<file path="config.mk">
export PLATFORM = sky130hd
export DESIGN_NAME = cache_arbiter
export DESIGN_NICKNAME = d
export VERILOG_FILES = /design/src/rtl/cache_arbiter.sv
export SDC_FILE = /design/constraint.sdc
export NUM_CORES = 1
export LEC_CHECK = 0
export ABC_AREA = 1
export CELL_PAD_IN_SITES_DETAIL_PLACEMENT = 1
export CELL_PAD_IN_SITES_GLOBAL_PLACEMENT = 1
export CORE_AREA = 2 2 547 549
export DETAILED_ROUTE_END_ITERATION = 8
export DIE_AREA = 0 0 549 551
export GPL_TIMING_DRIVEN = 0
export PLACE_DENSITY_LB_ADDON = 0.1
export SKIP_CTS_REPAIR_TIMING = 1
export SYNTH_ARGS = -nofsm -noshare
export SYNTH_HDL_FRONTEND = slang
export SYNTH_SLANG_ARGS = --single-unit
</file>
<file path="constraint.sdc">
create_clock -name clk -period 1.65 [get_ports clk]
set_input_delay 0.33 -clock clk [delete_from_list [all_inputs] [get_ports clk]]
set_output_delay 0.33 -clock clk [all_outputs]
set_load 0.01 [all_outputs]
</file>
<file path="src/rtl/cache_arbiter.sv">
// Shares the single physical-memory port between the I-cache and D-cache miss
// controllers: one registered command at a time, response routed to the winner.
module cache_arbiter #(
  parameter int unsigned ADDR_WIDTH   = 32,
  parameter int unsigned LINE_WIDTH   = 256,
  parameter int unsigned STARVE_LIMIT = 2
) (
  input  logic                  clk,
  input  logic                  rst,

  input  logic                  i_pmem_read,
  input  logic [ADDR_WIDTH-1:0] i_pmem_address,
  output logic [LINE_WIDTH-1:0] i_pmem_rdata,
  output logic                  i_pmem_resp,

  input  logic                  d_pmem_read,
  input  logic                  d_pmem_write,
  input  logic [ADDR_WIDTH-1:0] d_pmem_address,
  input  logic [LINE_WIDTH-1:0] d_pmem_wdata,
  output logic [LINE_WIDTH-1:0] d_pmem_rdata,
  output logic                  d_pmem_resp,

  output logic                  mem_read,
  output logic                  mem_write,
  output logic [ADDR_WIDTH-1:0] mem_address,
  output logic [LINE_WIDTH-1:0] mem_wdata,
  input  logic [LINE_WIDTH-1:0] mem_rdata,
  input  logic                  mem_resp
);

  localparam int unsigned STARVE_W = (STARVE_LIMIT > 0) ? $clog2(STARVE_LIMIT + 1) : 1;
  localparam logic [STARVE_W-1:0] STARVE_MAX = STARVE_W'(STARVE_LIMIT);

  localparam logic [1:0] IDLE    = 2'd0;
  localparam logic [1:0] SERVE_I = 2'd1;
  localparam logic [1:0] SERVE_D = 2'd2;
  localparam logic [1:0] RECOVER = 2'd3;

  logic [1:0]            state_q,       state_d;
  logic [STARVE_W-1:0]   starve_cnt_q,  starve_cnt_d;
  logic                  mem_read_q,    mem_read_d;
  logic                  mem_write_q,   mem_write_d;
  logic [ADDR_WIDTH-1:0] mem_address_q, mem_address_d;
  logic [LINE_WIDTH-1:0] mem_wdata_q,   mem_wdata_d;

  logic i_req;
  logic d_req;
  logic d_wins;

  assign i_req  = i_pmem_read;
  assign d_req  = d_pmem_read | d_pmem_write;
  // D is favoured under contention until it has starved I STARVE_LIMIT times in a row.
  assign d_wins = d_req & (~i_req | (starve_cnt_q < STARVE_MAX));

  always_comb begin
    state_d       = state_q;
    starve_cnt_d  = starve_cnt_q;
    mem_read_d    = mem_read_q;
    mem_write_d   = mem_write_q;
    mem_address_d = mem_address_q;
    mem_wdata_d   = mem_wdata_q;

    case (state_q)
      IDLE: begin
        if (d_wins) begin
          mem_write_d   = d_pmem_write;
          mem_read_d    = d_pmem_read & ~d_pmem_write;
          mem_address_d = d_pmem_address;
          mem_wdata_d   = d_pmem_wdata;
          state_d       = SERVE_D;
          if (i_req && (starve_cnt_q != STARVE_MAX)) begin
            starve_cnt_d = starve_cnt_q + 1'b1;
          end
        end else if (i_req) begin
          mem_read_d    = 1'b1;
          mem_write_d   = 1'b0;
          mem_address_d = i_pmem_address;
          starve_cnt_d  = '0;
          state_d       = SERVE_I;
        end
      end
      SERVE_I, SERVE_D: begin
        if (mem_resp) begin
          mem_read_d  = 1'b0;
          mem_write_d = 1'b0;
          state_d     = RECOVER;
        end
      end
      default: state_d = IDLE;
    endcase
  end

  always_ff @(posedge clk) begin
    if (!rst) begin
      state_q       <= IDLE;
      starve_cnt_q  <= '0;
      mem_read_q    <= 1'b0;
      mem_write_q   <= 1'b0;
      mem_address_q <= '0;
      mem_wdata_q   <= '0;
    end else begin
      state_q       <= state_d;
      starve_cnt_q  <= starve_cnt_d;
      mem_read_q    <= mem_read_d;
      mem_write_q   <= mem_write_d;
      mem_address_q <= mem_address_d;
      mem_wdata_q   <= mem_wdata_d;
    end
  end

  assign mem_read    = mem_read_q;
  assign mem_write   = mem_write_q;
  assign mem_address = mem_address_q;
  assign mem_wdata   = mem_wdata_q;

  assign i_pmem_rdata = mem_rdata;
  assign d_pmem_rdata = mem_rdata;
  // Responses are gated by rst so a transaction interrupted by reset never completes.
  assign i_pmem_resp  = rst & mem_resp & (state_q == SERVE_I);
  assign d_pmem_resp  = rst & mem_resp & (state_q == SERVE_D);

endmodule

</file>
==> reports/qor.csv <==
stage,metric,value,unit
outcome,status,"complete, but fails checks",
outcome,violations,setup timing,
global_routing,grt_max_degree,14,
clock_tree,path_clk_slew,0.06,ns
detailed_routing,drtPass1Iterations,4,
sta,rsz0062_at_grt,yes,
detailed_routing,antenna_left,0,
sta,drv_slew,0,
critical_path,crit_family,buffers and inverters,
sta,setup_slack,-0.255,ns
sta,slew_headroom,0.307,
worst_hold_path,hold_path_end,mem_wdata[245],
detailed_routing,drt-initial-drc-count,486,
global_routing,antenna_found_initial,105,
power,peakVddDrop,0.000801,V
finish,syn_to_final_growth,140,%
yosys,ys_ff_latch,294,
finish,fin_util,0.117,
sta,fin_setup_tns,-14.86,ns
yosys,yosysSeqAreaShare,0.409,
yosys,syn_nets,2456,
placed_design,io_buffers,1128,
die,rows,200,
critical_path,rrSetupSlack,-0.14,ns
sta,finalHoldViolCount,0,
critical_path,worst_r2r_endpoint,mem_wdata[178],
worst_hold_path,hold_path_depth,3,
clock_tree,clk_latency,0.67,ns
worst_hold_path,hold_start,rst,
global_routing,grt.overflow.total,0,
sta,period_minus_slack,1.90,ns
power,finalPower,45.9,mW
sta,timing.final.crit_share,1.15,
finish,drive_above_1_share,0.266,
sta,max_freq,525,MHz
power,p_leak,16.6,nW
critical_path,end_kind,output port,
die,dieArea,302000,sq um
critical_path,r2r-start,state_q[0],
critical_path,ff2ff_path_depth,11,
sta,setup_viol,255,
placed_design,hpwl,152,mm
sta,fin_worst_skew,0.0178,ns
critical_path,path_class,reg2out,
yosys,yosys_warnings,0,
clock_tree,clock_path_buffers,3,
finish,fill_cells,34900,
placed_design,dp.cells,6937,
yosys,ys_types,20,
yosys,avgSynthCellArea,7.70,sq um
die,die_h,551,um
finish,seq_area,5900,sq um
clock_tree,cts-root-buf,clkbuf_16,
detailed_routing,vias,17000,
finish,final_cells,7100,
global_routing,grt_pass1_vias,17700,
detailed_routing,drc_errors,0,
placed_design,place_congestion,0.771,
finish,final_common_cell,clkdlybuf4s50_1,
die,io_pins,1386,
finish,multi_input_area,4480,sq um
power,p_per_area,1330,nW/um^2
die,fp.coreArea,296000,sq um
critical_path,path_buf_inv,1,
detailed_routing,drt-total-wl,176,mm
die,die_width,549,um
critical_path,worstPathArrival,1.57,ns
clock_tree,h-tree-depth,2,
critical_path,crit_slowest_cell,clkdlybuf4s50_1,
global_routing,grt_pass1_wl,211,mm
clock_tree,tritoncts,done,
finish,fin_nets,3686,
critical_path,critPathMaxFanout,2,
yosys,synthCells,1869,
finish,layout_common_cells,"clkdlybuf4s50_1, buf_4, nor2_1",
worst_hold_path,hp-class,in2reg,
critical_path,max_stage_delay,0.59,ns
sta,worst_pin_slew,1.04,ns
die,initial_core_util,0.0486,
clock_tree,clock_sinks,294,
clock_tree,cts_buffers,50,
sta,worst_hold_slack,0.177,ns
global_routing,grt_usage,0.108,
job,max_cap_violations,0,
critical_path,worstPathCellList,clkdlybuf4s50_1,
detailed_routing,detail_route.vias_per_cell,2.40,
yosys,syn_area,14400,sq um
detailed_routing,wl_per_cell,24.8,um
critical_path,required,1.32,ns
critical_path,cp-start-kind,register,
==> report_power, final <==
part / switching, mW / internal [mW] / leakage (nW)
registers: 1.51 / 9.82 / 2.45
logic: 12.5 / 10.7 / 13.3
clock network: 4.69 / 6.69 / 0.842
==> synthesized netlist by cell type <==
master    count  share of area
and3_1        2        0.00087
a21oi_2       1        0.00061
o21ai_1      46          0.016
buf_4       531           0.28
or2_2         1        0.00043
inv_2         3        0.00078
clkbuf_1     43          0.011
nand3_1      10         0.0035
ha_1          5         0.0043
a21oi_1      69          0.024
buf_2        37          0.013
buf_1         1        0.00026
inv_1        11         0.0029
nand2_1      43          0.011
o21ai_0     245          0.085
nand2_4       3         0.0023
nor2_1      521           0.14
dfxtp_1     294           0.41
nand2_2       1        0.00043
nor2_4        2         0.0016
==> final cells by class <==
type | count | area share
Sequential cell | 294 | 0.171
Timing Repair Buffer | 1181 | 0.368
Buffer | 609 | 0.136
Clock inverter | 21 | 0.00612
Antenna cell | 22 | 0.00159
Inverter | 14 | 0.00181
Multi-Input combinational cell | 949 | 0.130
Tap cell | 3939 | 0.143
Clock buffer | 71 | 0.0429
==> kinds of logic (layout without fill, tap and decap cells) <==
| logic type | after synthesis | count (layout) | share of synthesized area |
|---|---|---|---|
| adder cells (fa/ha/maj) | 5 | 5 | 0.00435 |
| AND/OR/NAND/NOR | 583 | 583 | 0.156 |
| flip-flops | 294 | 294 | 0.409 |
| other | 0 | 22 | 0 |
| buffers and inverters | 626 | 1896 | 0.305 |
| AO/OA/AOI/OAI | 361 | 361 | 0.126 |
==> sequential cells by signal (all words and copies together) (netlist names) <==
| register | flops |
|---|---|
| mem_address | 32 |
| mem_write | 1 |
| starve_cnt_q | 2 |
| state_q | 2 |
| mem_read | 1 |
| mem_wdata | 256 |
==> routing by layer <==
metal	vias to the layer above	wire length (um)	GRT usage
met4	90	3350	0.0187
met2	854	89100	0.196
met1	7878	64100	0.112
met5	-	591	0
li1	7961	-	-
met3	233	18800	0.0561
==> stage by stage <==
| stage | instance area, sq um | setup WS [ns] |
|---|---|---|
| detailed placement | 30600 | -1.30 |
| floorplan | 14400 | 0.208 |
| CTS | 32300 | -0.975 |
| global placement | 30600 | -1.71 |
| global route | 34500 | -0.356 |
| finish | 34600 | -0.255 |
==> how the worst max path moves through the flow <==
stage | start | to | slack, ns | depth (start not counted)
2_1_floorplan | state_q[1] | mem_read | 0.21 | 8
3_3_place_gp | rst | mem_wdata[98] | -1.71 | 4
3_5_place_dp | i_pmem_read | mem_wdata[36] | -1.30 | 8
4_1_cts | state_q[0] | mem_wdata[28] | -0.98 | 8
5_1_grt | mem_wdata[211] | mem_wdata[211] | -0.36 | 1
6_report | mem_wdata[211] | mem_wdata[211] | -0.25 | 1
No activity file was read; power rests on OpenSTA's default activity.
